===== config.mk =====
export PLATFORM = sky130hd
export DESIGN_NAME = lock_code_sender
export DESIGN_NICKNAME = d
export VERILOG_FILES = /design/src/rtl/lock_pkg.sv /design/src/rtl/lock_press_timer.sv /design/src/rtl/lock_code_sender.sv
export SDC_FILE = /design/constraint.sdc
export NUM_CORES = 1
export LEC_CHECK = 0
export ABC_AREA = 1
export CAP_MARGIN = 20
export CORE_ASPECT_RATIO = 0.9
export CORE_MARGIN = 3
export CORE_UTILIZATION = 55
export CTS_BUF_LIST = sky130_fd_sc_hd__clkbuf_8
export CTS_CLUSTER_DIAMETER = 80
export DETAILED_ROUTE_END_ITERATION = 6
export PLACE_DENSITY = 0.83
export SETUP_SLACK_MARGIN = 0.15
export SLEW_MARGIN = 0
export SYNTH_ARGS = -nofsm -noshare
export SYNTH_HDL_FRONTEND = slang
export SYNTH_HIERARCHICAL = 1
export SYNTH_SLANG_ARGS = --single-unit
export TNS_END_PERCENT = 10

===== constraint.sdc =====
create_clock -name clk -period 2.5 [get_ports clk]
set_input_delay 0.5 -clock clk [delete_from_list [all_inputs] [get_ports clk]]
set_output_delay 0.5 -clock clk [all_outputs]
set_load 0.01 [all_outputs]

===== src/rtl/lock_pkg.sv =====
// Shared types and constants for the combination-lock code sender.
package lock_pkg;

  localparam int NUM_DIGITS = 4;
  localparam int DIGIT_W    = 4;
  localparam int CODE_W     = NUM_DIGITS * DIGIT_W;
  localparam int TIMER_W    = 16;

  // Digit 0 sits in the LSBs, so this is presses 1,2,3,4 on buttons 0..3.
  localparam logic [CODE_W-1:0] LOCK_CODE = {4'd4, 4'd3, 4'd2, 4'd1};

  typedef enum logic [2:0] {
    ST_IDLE,
    ST_CLEAR,
    ST_SELECT,
    ST_PRESS,
    ST_GAP,
    ST_CHECK,
    ST_DONE
  } state_t;

  function automatic logic [DIGIT_W-1:0] code_digit(input logic [CODE_W-1:0] code,
                                                    input logic [1:0] idx);
    return code[idx*DIGIT_W +: DIGIT_W];
  endfunction

endpackage


===== src/rtl/lock_press_timer.sv =====
// Loadable down-counter that times both the CLEAR hold and the post-press gap.
module lock_press_timer #(
  parameter int W = 16
) (
  input  logic         clk,
  input  logic         reset,
  input  logic         load,
  input  logic [W-1:0] load_value,
  output logic         zero
);

  logic [W-1:0] count_reg;

  // Saturates at zero so an idle timer keeps reporting expiry.
  always_ff @(posedge clk) begin
    if (reset) begin
      count_reg <= '0;
    end else if (load) begin
      count_reg <= load_value;
    end else if (count_reg != '0) begin
      count_reg <= count_reg - 1'b1;
    end
  end

  assign zero = (count_reg == '0);

endmodule


===== src/rtl/lock_code_sender.sv =====
// Drives the lock's reset/numbers/try inputs to enter a 4-digit code, then reports lock_open.
import lock_pkg::*;

module lock_code_sender #(
  parameter int GAP_CYCLES   = 1,
  parameter int RESET_CYCLES = 1
) (
  input  logic                  clk,
  input  logic                  reset,
  input  logic                  start,
  input  logic [CODE_W-1:0]     code,
  input  logic                  lock_open,
  output logic                  lock_reset,
  output logic [NUM_DIGITS-1:0] numbers,
  output logic                  try,
  output logic                  busy,
  output logic                  done,
  output logic                  ok
);

  localparam logic [1:0]         LAST_DIGIT = 2'(NUM_DIGITS - 1);
  localparam logic [TIMER_W-1:0] GAP_LOAD   = TIMER_W'(GAP_CYCLES - 1);
  localparam logic [TIMER_W-1:0] CLEAR_LOAD = TIMER_W'(RESET_CYCLES - 1);

  state_t              state_reg, state_next;
  logic [1:0]          digit_reg, digit_next;
  logic [DIGIT_W-1:0]  press_reg, press_next;
  logic [CODE_W-1:0]   code_reg, code_next;
  logic                ok_reg, ok_next;
  logic                timer_load;
  logic [TIMER_W-1:0]  timer_value;
  logic                timer_zero;
  logic [DIGIT_W-1:0]  cur_digit;

  logic                  lock_reset_reg, try_reg, busy_reg, done_reg;
  logic [NUM_DIGITS-1:0] numbers_reg;

  lock_press_timer #(.W(TIMER_W)) u_timer (
    .clk        (clk),
    .reset      (reset),
    .load       (timer_load),
    .load_value (timer_value),
    .zero       (timer_zero)
  );

  assign cur_digit = code_digit(code_reg, digit_reg);

  always_comb begin
    state_next  = state_reg;
    digit_next  = digit_reg;
    press_next  = press_reg;
    code_next   = code_reg;
    ok_next     = ok_reg;
    timer_load  = 1'b0;
    timer_value = '0;
    case (state_reg)
      ST_IDLE: begin
        if (start) begin
          code_next   = code;
          digit_next  = '0;
          ok_next     = 1'b0;
          timer_load  = 1'b1;
          timer_value = CLEAR_LOAD;
          state_next  = ST_CLEAR;
        end
      end
      ST_CLEAR: begin
        if (timer_zero) state_next = ST_SELECT;
      end
      ST_SELECT: begin
        press_next = cur_digit;
        if (cur_digit != '0) begin
          state_next = ST_PRESS;
        end else if (digit_reg == LAST_DIGIT) begin
          state_next = ST_CHECK;
        end else begin
          digit_next = digit_reg + 2'd1;
        end
      end
      ST_PRESS: begin
        press_next  = press_reg - 1'b1;
        timer_load  = 1'b1;
        timer_value = GAP_LOAD;
        state_next  = ST_GAP;
      end
      ST_GAP: begin
        if (timer_zero) begin
          if (press_reg != '0) begin
            state_next = ST_PRESS;
          end else if (digit_reg == LAST_DIGIT) begin
            state_next = ST_CHECK;
          end else begin
            digit_next = digit_reg + 2'd1;
            state_next = ST_SELECT;
          end
        end
      end
      ST_CHECK: begin
        ok_next    = lock_open;
        state_next = ST_DONE;
      end
      ST_DONE:  state_next = ST_IDLE;
      default:  state_next = ST_IDLE;
    endcase
  end

  // Outputs are registered from the next state so they line up with the state they describe.
  always_ff @(posedge clk) begin
    if (reset) begin
      state_reg      <= ST_IDLE;
      digit_reg      <= '0;
      press_reg      <= '0;
      code_reg       <= '0;
      ok_reg         <= 1'b0;
      lock_reset_reg <= 1'b0;
      numbers_reg    <= '0;
      try_reg        <= 1'b0;
      busy_reg       <= 1'b0;
      done_reg       <= 1'b0;
    end else begin
      state_reg      <= state_next;
      digit_reg      <= digit_next;
      press_reg      <= press_next;
      code_reg       <= code_next;
      ok_reg         <= ok_next;
      lock_reset_reg <= (state_next == ST_CLEAR);
      numbers_reg    <= (state_next == ST_PRESS || state_next == ST_GAP)
                        ? (NUM_DIGITS'(1) << digit_next) : '0;
      try_reg        <= (state_next == ST_PRESS);
      busy_reg       <= (state_next != ST_IDLE);
      done_reg       <= (state_next == ST_DONE);
    end
  end

  assign lock_reset = lock_reset_reg;
  assign numbers    = numbers_reg;
  assign try        = try_reg;
  assign busy       = busy_reg;
  assign done       = done_reg;
  assign ok         = ok_reg;

endmodule


# Word-level counts from Yosys, hierarchy flattened
# Cells that the tools add are included.
dict set report word_totals {
  register_bits 50
  input_bits 20
}
dict set report classes {
  add_sub_neg 3
  eq_ne 11
  n_shift 2
  mux 19
  bitwise_logic 1
  reduce_logical 13
}
# cell count
set ops {}
lappend ops {{3-bit 2-to-1 mux} 7}
lappend ops {{3-bit one-hot mux with 6 select lines} 1}
lappend ops {{16-bit logical NOT} 1}
lappend ops {{16-bit nonzero test} 1}
lappend ops {{16-bit by 5-bit variable part select with 4-bit output} 1}
lappend ops {{16-bit by 1-bit subtractor with 16-bit output (second input constant)} 1}
lappend ops {{3-bit == test (second input constant)} 4}
lappend ops {{2-bit 2-to-1 mux} 5}
lappend ops {{3-bit by 2-bit == test with 1-bit output (second input constant)} 3}
lappend ops {{4-bit one-hot mux with 2 select lines} 1}
lappend ops {{4-bit nonzero test} 2}
lappend ops {{3-bit by 1-bit == test with 1-bit output (second input constant)} 2}
lappend ops {{2-bit one-hot mux with 3 select lines} 1}
lappend ops {{1-bit one-hot mux with 2 select lines} 2}
lappend ops {{2-bit AND reduction} 2}
lappend ops {{2-bit nonzero test} 2}
lappend ops {{2-bit OR reduction} 2}
lappend ops {{1-bit by 2-bit left shift with 4-bit output (first input constant)} 1}
lappend ops {{4-bit by 1-bit subtractor with 4-bit output (second input constant)} 1}
lappend ops {{3-bit logical NOT} 1}
lappend ops {{3-bit nonzero test} 1}
lappend ops {{2-bit by 1-bit adder with 2-bit output (second input constant)} 1}
lappend ops {{2-bit == test (second input constant)} 1}
lappend ops {{1-bit 2-to-1 mux} 2}
lappend ops {{3 further kinds} 3}

# Depth between registers and ports, before layout
dict set report depth {
  word_depth 9
  ltp_mapped 18
}

# Modules after synthesis
# The synthesis kept the hierarchy.
# mod instances cells_per_inst area_per_inst_um2 seq_area_each_um2
set by_module_without_submodules {}
lappend by_module_without_submodules {lock_code_sender 1 234 1669.1 680.7}
lappend by_module_without_submodules {lock_press_timer 1 179 1114.8 320.3}

# Least setup slack after synthesis
# Ideal clock, no wire load.
dict set report synth_path {
  path_kind {input -> register}
  startpoint {input port start}
  endpoint {register u_timer.count_reg[2]}
  setup_ns 0.128
  t_arrival_ns 1.757
  slack_ns 0.616
  stages 9
  path_cell_list {clkbuf_1 nand2_1 buf_2 buf_2 nand2_1 clkbuf_1 nor2_1 a22oi_1 nor2_1}
}
dict set report synth_between {
  elab_chain_len 3
}
# element line_no
set synth_lines {}
lappend synth_lines {{from (decl)} lock_code_sender.sv:10} ;# input logic start,
lappend synth_lines {{1-bit 2-to-1 mux} lock_code_sender.sv:58} ;# if (start) begin
lappend synth_lines {{1-bit one-hot mux with 2 select lines} lock_code_sender.sv:56} ;# case (state_reg)
lappend synth_lines {{net timer_load} lock_code_sender.sv:30} ;# logic timer_load;
lappend synth_lines {{2-bit OR reduction (no source line)} -}
lappend synth_lines {{to (signal assigned)} lock_press_timer.sv:19} ;# count_reg <= load_value;
lappend synth_lines {{to (signal assigned)} lock_press_timer.sv:21} ;# count_reg <= count_reg - 1'b1;
lappend synth_lines {{to (decl)} lock_press_timer.sv:12} ;# logic [W-1:0] count_reg;
# The timed path passes the listed nets, and every way through them passes these cells.
# A chain may end at the register's enable or synchronous reset.

# Final worst setup path
dict set report layout_path {
  startpoint {register u_timer.count_reg[0]}
  endpoint {register numbers_reg[1], in the netlist numbers[1]}
}
dict set report layout_between {
  elab_chain_len 7
  word_cells_on_any_way 12
  classes_between {eq/ne: 2; shift: 1; mux: 5; bitwise: 1; reduce/logical: 3}
}
# element line_no
set layout_lines {}
lappend layout_lines {{16-bit logical NOT *} lock_press_timer.sv:25} ;# assign zero = (count_reg == '0);
lappend layout_lines {{net timer_zero} lock_code_sender.sv:32} ;# logic timer_zero;
lappend layout_lines {{3-bit 2-to-1 mux, on equally long branches} {lock_code_sender.sv:87, lock_code_sender.sv:68}}
lappend layout_lines {{3-bit one-hot mux with 6 select lines} lock_code_sender.sv:56}
lappend layout_lines {{3-bit by 2-bit == test with 1-bit output or 3-bit == test (tied branches)} lock_code_sender.sv:127} ;# numbers_reg <= (state_next == ST_PRESS || state_next == ST_GAP)
lappend layout_lines {{1-bit logical OR} lock_code_sender.sv:127}
lappend layout_lines {{1-bit NOT (no source line)} -}
lappend layout_lines {{2-bit OR reduction (no source line)} -}
lappend layout_lines {{to (signal assigned)} lock_code_sender.sv:127}
lappend layout_lines {{to (decl)} lock_code_sender.sv:36} ;# logic [NUM_DIGITS-1:0] numbers_reg;
# The timed path passes the listed nets; every way through them passes the cells marked *.

==> results.cfg <==
[outcome]
outcome = complete, no violations

[pwr]
intPower_mw = 1.598
p_switching_mw = 1.038
max-vdd-ir-drop_mv = 0.4862
power.leakage_nw = 1.563
p_clk_share_pct = 22.6
switching_share_pct = 39.37
p_seq_share_pct = 38.0
p_per_area_nw_per_um2 = 796.6
combPwrFrac_pct = 39.5

[detailed_routing]
drc = 0
drt_pass1_iterations = 5
drtIter0Drc = 223
ant_nets = 0
met1_length_um = 3153
highest_layer = met4
wl_met2_um = 2601
wl_met3_um = 385
vias_per_cell = 5.023
via_count = 2617
wl_per_cell_um = 11.89
wl_um = 6193

[worst_setup_path]
path_max_fanout = 6
cp_cell_sequence = inv_1, ha_2, nand2_4, nor2_8, nand4_4, inv_4, nor2_1, nand2_1, nand2_1, inv_2, nand2_1, nor2_1, nand3_1, clkinv_1, nand2_2, nand2_2, nand2_1, nor2_1
critical_path_class = flop to flop
rr_endpoint = numbers[1]
critPathRequiredTime_ns = 2.76
cp_common_cell = nand2_1
reg2reg_from = u_timer/count_reg[0]
critPathCaptureType = flop
max_stage_delay_ns = 0.34
slowest_stage = dfxtp_1
crit_arrival_ns = 2.35
r2r_slack_ns = 0.41
timing.critical_path.from_type = flop
cp_top_family = simple AND/OR/NAND/NOR gates
path_buf_inv = 4
worstRegToRegCells = 18

[timing]
max_freq_mhz = 478.7
rsz0062_at_grt = no
fin_tns_setup_ns = 0
finalSetupViolations = 0
slew_viol_final = 0
clock-skew-final_ns = 0.008487
fin_crit_ns = 2.089
period_share_pct = 83.56
hold_violations = 0

[min_path]
hold_depth = 2
hp-start = code_reg[8]
hp-class = flop to flop
whs_endpoint = code_reg[8]

[logic_synthesis]
synthArstFlopShare_pct = 0
synth_edf_count = 0
ys.flop_type = dfxtp_1
ys_seq_area_share_pct = 35.96
synth_cell_types = 36
yosysWarnings = 6
avgSynthCellArea_um2 = 6.741
synth_seq_cells = 50
synth_area_um2 = 2784
synthCells = 413

[job]
drv_cap = 0

[global_routing]
grt_pass1_wl_um = 10230
grt_max_degree = 29
first_global_vias = 2257
antenna_found_initial = 0
overflow = 0
grtUsageTotal_pct = 22.11

[placed_design]
postPlaceCellArea_um2 = 3171
gp_congestion = 0.8836
hpwl_um = 4524
numPortBuffers = 28

[layout]
finish.instance_area_um2 = 3308
syn_to_final_growth_pct = 18.83
num_antenna_cells = 0
fill_cells = 402
nets = 480
drive_gt1_share_pct = 13.07

[floorplan]
rows = 23
die_y_um = 73.50
die_x_um = 81.00
start_util_pct = 59.72
io_pins = 29
core_um2 = 4662
die_area_um2 = 5953

[clock_tree]
clockBufferDepth = 2
cts_tree = yes
cts_hold_buf = 0
worstSkewPairLatency_ns = 0.31
clk_pin_slew_ns = 0.10
tritoncts.num_buffers = 5
clockRootBuffer = clkbuf_8
htree_num_levels = 2
cts.sinks = 50
per-stage QoR:
stage,std cells,hold slack [ns],setup slack [ns],total power [mW],utilization (%)
floorplan,428,0.4293,0.6157,1.811,-
global placement,511,0.4395,0.4228,1.992,68.01
detailed placement,511,0.4468,0.3431,2.023,68.01
CTS,519,0.4622,0.3044,2.621,70.53
global route,521,0.4904,0.1931,2.822,70.96
finish,521,0.4578,0.4110,2.635,70.96
cell families (layout without fill, tap and decap cells):
kind of cell / after synthesis / count (layout) / synth area share [%]
flip-flops: 50 / 50 / 35.96
XOR/XNOR: 9 / 9 / 3.101
AND/OR/NAND/NOR: 232 / 232 / 39.55
AO/OA/AOI/OAI: 56 / 56 / 11.01
adder cells (fa/ha/maj): 2 / 2 / 0.8987
buffers and inverters: 63 / 94 / 9.348
other: 1 / 16 / 0.1347
cells in the mapped netlist (3+ instances only):
| master | instances | area [um^2] |
|---|---|---|
| nor2_4 | 7 | 78.83 |
| inv_2 | 6 | 22.52 |
| inv_1 | 43 | 161.4 |
| a21oi_1 | 27 | 135.1 |
| nor2_2 | 3 | 18.77 |
| nand2_1 | 117 | 439.2 |
| nand4_1 | 4 | 25.02 |
| nand3_2 | 6 | 60.06 |
| clkbuf_1 | 6 | 22.52 |
| o21ai_0 | 21 | 105.1 |
| dfxtp_1 | 50 | 1001 |
| nand2_2 | 13 | 81.33 |
| xnor2_1 | 6 | 52.55 |
| nand3_1 | 25 | 125.1 |
| buf_2 | 4 | 20.02 |
| nor2_1 | 50 | 187.7 |
cells in the final DEF (no fill, tap or decap), types with 2 or more instances in the layout:
cell	instances
nand2_1	117
nor2_1	50
dfxtp_1	50
inv_1	43
clkdlybuf4s50_1	28
a21oi_1	27
nand3_1	25
o21ai_0	21
conb_1	16
nand2_2	13
buf_4	8
nor2_4	7
nand3_2	6
xnor2_1	6
inv_2	5
clkbuf_8	5
nand4_1	4
nor2_2	3
a22oi_1	2
nand2_4	2
xor2_1	2
area by class of cell:
cell class	instances	area, um^2	share of cell area [%]
Sequential cell	50	1001	30.26
Inverter	50	190.2	5.749
Clock buffer	5	68.82	2.080
Timing Repair Buffer	36	340.3	10.29
Multi-Input combinational cell	315	1582	47.81
Tap cell	62	77.57	2.345
Clock inverter	3	48.80	1.475
metal layers:
| metal | global-route usage [%] | up-vias |
|---|---|---|
| met5 | 0 | - |
| met3 | 3.309 | 6 |
| li1 | - | 1362 |
| met1 | 33.18 | 1163 |
| met2 | 32.63 | 86 |
| met4 | 6.379 | 0 |
timing repair:
item                                    4_1_cts  5_1_grt
endpoints found under the setup margin        0        4
resized for setup                             0        2
setup buffers                                 0        2
power groups by stage:
stage                     clock (mW)  sequential, mW  combinational, mW
after floorplan                    0            1.00              0.810
after global placement             0            1.01              0.978
after detailed placement           0            1.02               1.01
after CTS                      0.607            1.00               1.01
after global routing           0.635            1.02               1.17
final                          0.595            1.00               1.04
worst max-delay path by stage:
stage / startpoint / to / slack, ns / cells after the start
finish: u_timer/count_reg[0] / numbers[1] / 0.41 / 18
CTS: u_timer/count_reg[0] / numbers[0] / 0.30 / 18
floorplan: start / u_timer/count_reg[2] / 0.62 / 9
global placement: u_timer/count_reg[0] / numbers[0] / 0.42 / 17
global route: u_timer/count_reg[0] / numbers[0] / 0.19 / 18
detailed placement: u_timer/count_reg[0] / numbers[0] / 0.34 / 18
worst min-delay path: stages (launching register included):
cell	delay (ns)
dfxtp_1	0.31
inv_1	0.06
a21oi_1	0.05
No activity file was read; power rests on OpenSTA's default activity.
